`src/rtl/axilite_mmio_responder.sv`:
```
// AXI4-Lite MMIO responder: ID, loadable cycle counter, NREGS scratch regs.
// Optional AXILITE_MMIO_ERR_EN: SLVERR on out-of-range access and ID writes.
module axilite_mmio_responder #(
  parameter int          NREGS      = 4,
  parameter logic [31:0] ID_VALUE   = 32'h5052_4443,
  parameter int          ADDR_WIDTH = 32
) (
  input  logic                  uncoreclk,
  input  logic                  uncore_rstn,
  input  logic [ADDR_WIDTH-1:0] S_AXILITE_MMIO_awaddr,
  input  logic                  S_AXILITE_MMIO_awvalid,
  output logic                  S_AXILITE_MMIO_awready,
  input  logic [31:0]           S_AXILITE_MMIO_wdata,
  input  logic [3:0]            S_AXILITE_MMIO_wstrb,
  input  logic                  S_AXILITE_MMIO_wvalid,
  output logic                  S_AXILITE_MMIO_wready,
  output logic [1:0]            S_AXILITE_MMIO_bresp,
  output logic                  S_AXILITE_MMIO_bvalid,
  input  logic                  S_AXILITE_MMIO_bready,
  input  logic [ADDR_WIDTH-1:0] S_AXILITE_MMIO_araddr,
  input  logic                  S_AXILITE_MMIO_arvalid,
  output logic                  S_AXILITE_MMIO_arready,
  output logic [31:0]           S_AXILITE_MMIO_rdata,
  output logic [1:0]            S_AXILITE_MMIO_rresp,
  output logic                  S_AXILITE_MMIO_rvalid,
  input  logic                  S_AXILITE_MMIO_rready
);

`ifdef AXILITE_MMIO_ERR_EN
  localparam logic ERR_EN = 1'b1;
`else
  localparam logic ERR_EN = 1'b0;
`endif

  localparam logic [1:0]  OKAY   = 2'b00;
  localparam logic [1:0]  SLVERR = 2'b10;
  localparam logic [10:0] TOP    = 11'(NREGS + 2);

  typedef enum logic {W_IDLE, W_RESP} wstate_t;
  typedef enum logic {R_IDLE, R_DATA} rstate_t;

  wstate_t     wstate;
  rstate_t     rstate;
  logic [31:0] cycle;
  logic [31:0] scratch [NREGS];
  logic        aw_have;
  logic        w_have;
  logic [9:0]  aw_idx;
  logic [31:0] w_data;
  logic [3:0]  w_strb;

  logic [9:0]  rd_idx;
  logic [31:0] rd_val;
  logic        rd_err;
  logic        commit;
  logic        cyc_load;
  logic        wr_err;
  logic        unused_addr;

  assign unused_addr = ^{S_AXILITE_MMIO_awaddr, S_AXILITE_MMIO_araddr};

  function automatic logic [31:0] merge(
    input logic [31:0] old,
    input logic [31:0] data,
    input logic [3:0]  strb
  );
    logic [31:0] m;
    m = old;
    for (int b = 0; b < 4; b++) begin
      if (strb[b]) m[8*b +: 8] = data[8*b +: 8];
    end
    return m;
  endfunction

  function automatic logic in_scratch(input logic [9:0] idx);
    return (idx >= 10'd2) && ({1'b0, idx} < TOP);
  endfunction

  assign rd_idx = S_AXILITE_MMIO_araddr[11:2];

  always_comb begin
    rd_val = '0;
    rd_err = 1'b0;
    unique case (1'b1)
      rd_idx == 10'd0: rd_val = ID_VALUE;
      rd_idx == 10'd1: rd_val = cycle;
      in_scratch(rd_idx): begin
        for (int i = 0; i < NREGS; i++) begin
          if (rd_idx == 10'(i + 2)) rd_val = scratch[i];
        end
      end
      default: rd_err = 1'b1;
    endcase
  end

  assign commit   = (wstate == W_IDLE) && aw_have && w_have;
  assign cyc_load = commit && (aw_idx == 10'd1) && (|w_strb);
  assign wr_err   = (aw_idx == 10'd0) ||
                    ((aw_idx != 10'd1) && !in_scratch(aw_idx));

  // A load replaces the increment for that cycle.
  always_ff @(posedge uncoreclk or negedge uncore_rstn) begin
    if (!uncore_rstn) begin
      cycle <= '0;
    end else if (cyc_load) begin
      cycle <= merge(cycle, w_data, w_strb);
    end else begin
      cycle <= cycle + 32'd1;
    end
  end

  always_ff @(posedge uncoreclk or negedge uncore_rstn) begin
    if (!uncore_rstn) begin
      for (int i = 0; i < NREGS; i++) scratch[i] <= '0;
    end else if (commit) begin
      for (int i = 0; i < NREGS; i++) begin
        if (aw_idx == 10'(i + 2))
          scratch[i] <= merge(scratch[i], w_data, w_strb);
      end
    end
  end

  always_ff @(posedge uncoreclk or negedge uncore_rstn) begin
    if (!uncore_rstn) begin
      wstate                 <= W_IDLE;
      S_AXILITE_MMIO_awready <= 1'b1;
      S_AXILITE_MMIO_wready  <= 1'b1;
      S_AXILITE_MMIO_bvalid  <= 1'b0;
      S_AXILITE_MMIO_bresp   <= OKAY;
      aw_have                <= 1'b0;
      w_have                 <= 1'b0;
      aw_idx                 <= '0;
      w_data                 <= '0;
      w_strb                 <= '0;
    end else begin
      unique case (wstate)
        W_IDLE: begin
          if (S_AXILITE_MMIO_awready && S_AXILITE_MMIO_awvalid) begin
            aw_have                <= 1'b1;
            aw_idx                 <= S_AXILITE_MMIO_awaddr[11:2];
            S_AXILITE_MMIO_awready <= 1'b0;
          end
          if (S_AXILITE_MMIO_wready && S_AXILITE_MMIO_wvalid) begin
            w_have                <= 1'b1;
            w_data                <= S_AXILITE_MMIO_wdata;
            w_strb                <= S_AXILITE_MMIO_wstrb;
            S_AXILITE_MMIO_wready <= 1'b0;
          end
          if (commit) begin
            wstate                <= W_RESP;
            aw_have               <= 1'b0;
            w_have                <= 1'b0;
            S_AXILITE_MMIO_bvalid <= 1'b1;
            S_AXILITE_MMIO_bresp  <= (ERR_EN && wr_err) ? SLVERR : OKAY;
          end
        end
        W_RESP: begin
          if (S_AXILITE_MMIO_bready) begin
            wstate                 <= W_IDLE;
            S_AXILITE_MMIO_bvalid  <= 1'b0;
            S_AXILITE_MMIO_awready <= 1'b1;
            S_AXILITE_MMIO_wready  <= 1'b1;
          end
        end
        default: wstate <= W_IDLE;
      endcase
    end
  end

  always_ff @(posedge uncoreclk or negedge uncore_rstn) begin
    if (!uncore_rstn) begin
      rstate                 <= R_IDLE;
      S_AXILITE_MMIO_arready <= 1'b1;
      S_AXILITE_MMIO_rvalid  <= 1'b0;
      S_AXILITE_MMIO_rdata   <= '0;
      S_AXILITE_MMIO_rresp   <= OKAY;
    end else begin
      unique case (rstate)
        R_IDLE: begin
          if (S_AXILITE_MMIO_arvalid) begin
            rstate                 <= R_DATA;
            S_AXILITE_MMIO_arready <= 1'b0;
            S_AXILITE_MMIO_rvalid  <= 1'b1;
            S_AXILITE_MMIO_rdata   <= rd_val;
            S_AXILITE_MMIO_rresp   <= (ERR_EN && rd_err) ? SLVERR : OKAY;
          end
        end
        R_DATA: begin
          if (S_AXILITE_MMIO_rready) begin
            rstate                 <= R_IDLE;
            S_AXILITE_MMIO_rvalid  <= 1'b0;
            S_AXILITE_MMIO_arready <= 1'b1;
          end
        end
        default: rstate <= R_IDLE;
      endcase
    end
  end

endmodule

```
`config.mk`:
```
export PLATFORM = sky130hd
export DESIGN_NAME = axilite_mmio_responder
export DESIGN_NICKNAME = d
export VERILOG_FILES = /design/src/rtl/axilite_mmio_responder.sv
export SDC_FILE = /design/constraint.sdc
export NUM_CORES = 1
export LEC_CHECK = 0
export BUFFER_PORTS_ARGS = -buffer_cell sky130_fd_sc_hd__buf_2
export CAP_MARGIN = 10
export CELL_PAD_IN_SITES_DETAIL_PLACEMENT = 0
export CELL_PAD_IN_SITES_GLOBAL_PLACEMENT = 2
export CORE_MARGIN = 3
export CORE_UTILIZATION = 35
export CTS_CLUSTER_SIZE = 28
export DETAILED_ROUTE_END_ITERATION = 16
export PLACE_DENSITY_LB_ADDON = 0.1
export REMOVE_ABC_BUFFERS = 1
export SYNTH_ARGS = -nofsm -noshare
export SYNTH_HDL_FRONTEND = slang
export SYNTH_SLANG_ARGS = --single-unit
export TNS_END_PERCENT = 10
```
`constraint.sdc`:
```
create_clock -name uncoreclk -period 4.4 [get_ports uncoreclk]
set_input_delay 0.44 -clock uncoreclk [delete_from_list [all_inputs] [get_ports uncoreclk]]
set_output_delay 0.44 -clock uncoreclk [all_outputs]
set_load 0.01 [all_outputs]
```
==> summary.txt <==
Worst setup path
  • CP max FO: 8
  • Worst Path Arrival: 3.38 ns
  • R2R depth: 5
  • R2R Path End: scratch[94]
  • Worst path bufs/invs: 0
  • Reg-to-reg setup timing slack: 1.46 ns
  • Cell family contributing the most delay on the critical path: simple AND/OR/NAND/NOR gates
  • Crit path required time: 4.83 ns
  • Critical path type: reg2reg
  • Crit path from: aw_idx[7]
  • Startpoint Class: register
  • Crit-path cells: nor4_2 -> nor4b_1 -> nand3_1 -> nor2_2 -> mux2_1
  • Setup crit end: scratch[94]
  • Reg2reg start: aw_idx[7]
  • Crit. path cell count: 5
  • Crit-path max cell delay: 0.66 ns
  • CP endpoint kind: register
  • Worst path slowest cell: nor2_2

Clock tree
  • H-tree depth: 1
  • TritonCTS buffer count: 29
  • CTS Root Cell: clkbuf_16
  • Worst-skew pair later-pin latency: 0.55 ns
  • Clock sinks: 247
  • Postcts setup bufs: 0
  • Clock buffer depth: 3
  • Post-CTS sizing: 0
  • TritonCTS clock tree: built
  • Clock-pin slew on the worst setup and hold paths: 0.06 ns

Timing
  • Final hold vios: 0
  • Final worst slack: 1.46 ns
  • Slew Viols, Final: 0
  • Setup TNS: 0 ns
  • Final min period: 2.94 ns
  • Worst-margin pin slew: 1.10 ns
  • Clk_skew: 0.0186 ns
  • RSZ-0062 raised after global routing: no
  • Final period util: 66.9%
  • Normalized max-slew margin: 26.5%
  • Peak Freq: 0.340 GHz
  • Endpoints failing setup: 0

Yosys
  • Post-Syn Area: 0.0112 mm2
  • Seq/Total Area, Yosys: 55.0%
  • Cell variety after synth: 65
  • Async SR Flop Fraction: 100%
  • Yosys reg bits: 247
  • Mean cell area of the mapped netlist: 11.8 um2
  • Main synth FF type: dfrtp_1
  • Number of synthesized flops with an enable pin: 0
  • YS warnings: 0
  • Syn Inst Count: 956

Power
  • Cell Pwr Density: 488 mW/mm2
  • Leakage: 0.00609 uW
  • VDD IR max: 0.000294 V
  • Total chip power: 6450 uW

Hold path
  • Hold WC Path Type: in2reg

GRT
  • First-pass GRT wire length: 50500 um
  • Initial antenna violation count: 0
  • Grt total ovfl: 0
  • All-Layer GR Usage: 19.2%
  • Vias in the first global route: 7978
  • Largest net degree at the start of global routing: 110

Layout
  • Share of layout cells above drive strength 1: 26.6%
  • N_diodes: 0
  • Commonest non-fill, non-tap cell in the layout: dfrtp_1
  • NumNets Final: 1170
  • Commonest non-fill, non-tap cells in the layout: dfrtp_1, mux2_2, buf_2, mux2_1, a21oi_1
  • Syn-to-layout area delta: 17.7%

Route
  • DRT iter0 DRCs: 514
  • Routed Antenna Nets: 0
  • Vias/cell: 5.42
  • Pre-antenna DRT Iters: 5
  • Wirelength per Cell: 22.0 um
  • Total Wirelength: 32500 um
  • Vias: 8019
  • DRC errors left: 0

Floorplan
  • Initial core utilization: 36.1%
  • Rows: 64
  • Die Ht: 185 um
  • Core area: 0.0311 mm2
  • # IOs: 148
  • Die Area: 0.0343 mm2
  • Die X-Extent: 185 um

Placed design
  • Post-detail-place hpwl: 21600 um
  • Port buffer count: 99
  • Pre-CTS WS: 1.46 ns
  • GP Congestion: 0.807

Outcome
  • Status: complete, no violations

Job
  • Max Cap Viol: 0
-- per-layer routing --
metal / global-route usage, % / part of all wire, %
met5: 0 / 0
met4: 4.56 / 2.3
met3: 2.75 / 3.9
met2: 29.5 / 44
met1: 28.9 / 50
-- final cells by class --
cell class | count | area (um2)
clock buffer | 43 | 878
clock inverter | 9 | 126
fill | 3004 | 17900
inverter | 17 | 63.8
multi-input combinational | 647 | 4800
sequential | 247 | 6180
tap | 396 | 495
timing repair buffer | 120 | 678
-- worst min path at each step --
| stage | endpoint | slack (ns) | cells past startpoint | start |
|---|---|---|---|---|
| final | S_AXILITE_MMIO_awready | 0.06 | 2 | S_AXILITE_MMIO_awvalid |
| after global routing | S_AXILITE_MMIO_awready | 0.05 | 2 | S_AXILITE_MMIO_awvalid |
| after CTS | S_AXILITE_MMIO_awready | 0.03 | 2 | S_AXILITE_MMIO_awvalid |
| after detailed placement | S_AXILITE_MMIO_rvalid | 0.47 | 1 | rstate |
| after global placement | scratch[59] | 0.46 | 1 | scratch[59] |
| after floorplan | S_AXILITE_MMIO_bvalid | 0.14 | 0 | uncore_rstn |
-- through the flow --
| stage | instances | hold WS [ns] | util, % | cell area, um2 |
|---|---|---|---|---|
| floorplan | 911 | 0.144 | - | 11000 |
| global placement | 1426 | 0.465 | 39.2 | 12200 |
| detailed placement | 1426 | 0.467 | 39.2 | 12200 |
| CTS | 1479 | 0.0333 | 42.4 | 13200 |
| global route | 1479 | 0.0473 | 42.4 | 13200 |
| finish | 1479 | 0.0593 | 42.4 | 13200 |
-- cell usage after synthesis, types with 16 or more instances --
cell	n	area share, %
a21oi_1	72	3.2
a22oi_1	22	1.5
and3_1	16	0.89
clkbuf_1	31	1.0
dfrtp_1	244	54
inv_1	17	0.57
mux2_1	75	7.5
mux2_2	99	9.9
mux2i_1	21	1.9
nand2_1	41	1.4
nand3_1	26	1.2
nor2_1	38	1.3
o21ai_0	35	1.6
o21ai_1	57	2.5
o22ai_1	16	0.89
-- logic make-up after synthesis --
kind of cell	synth area share [%]
multiplexers	19.3
other	0.0334
AO/OA/AOI/OAI	14.3
adder cells (fa/ha/maj)	0.111
buffers and inverters	2.49
AND/OR/NAND/NOR	8.75
flip-flops	55.0
-- what timing repair did --
action / CTS / global route
endpoints found under the setup margin: 0 / 0
endpoints found under the hold margin: 22 / 0
hold buffers: 1 / 0
-- power breakdown --
part | internal (uW) | switching, uW
registers | 2630 | 519
logic | 413 | 411
clock network | 1540 | 938
-- flip-flops by register name, summed over array words and instances, names as in the netlist, 4 cells and up --
register              flops
scratch                 128
w_data                   32
w_strb                    4
S_AXILITE_MMIO_rdata     32
aw_idx                   10
cycle                    32
(Power assumes the default switching activity.)
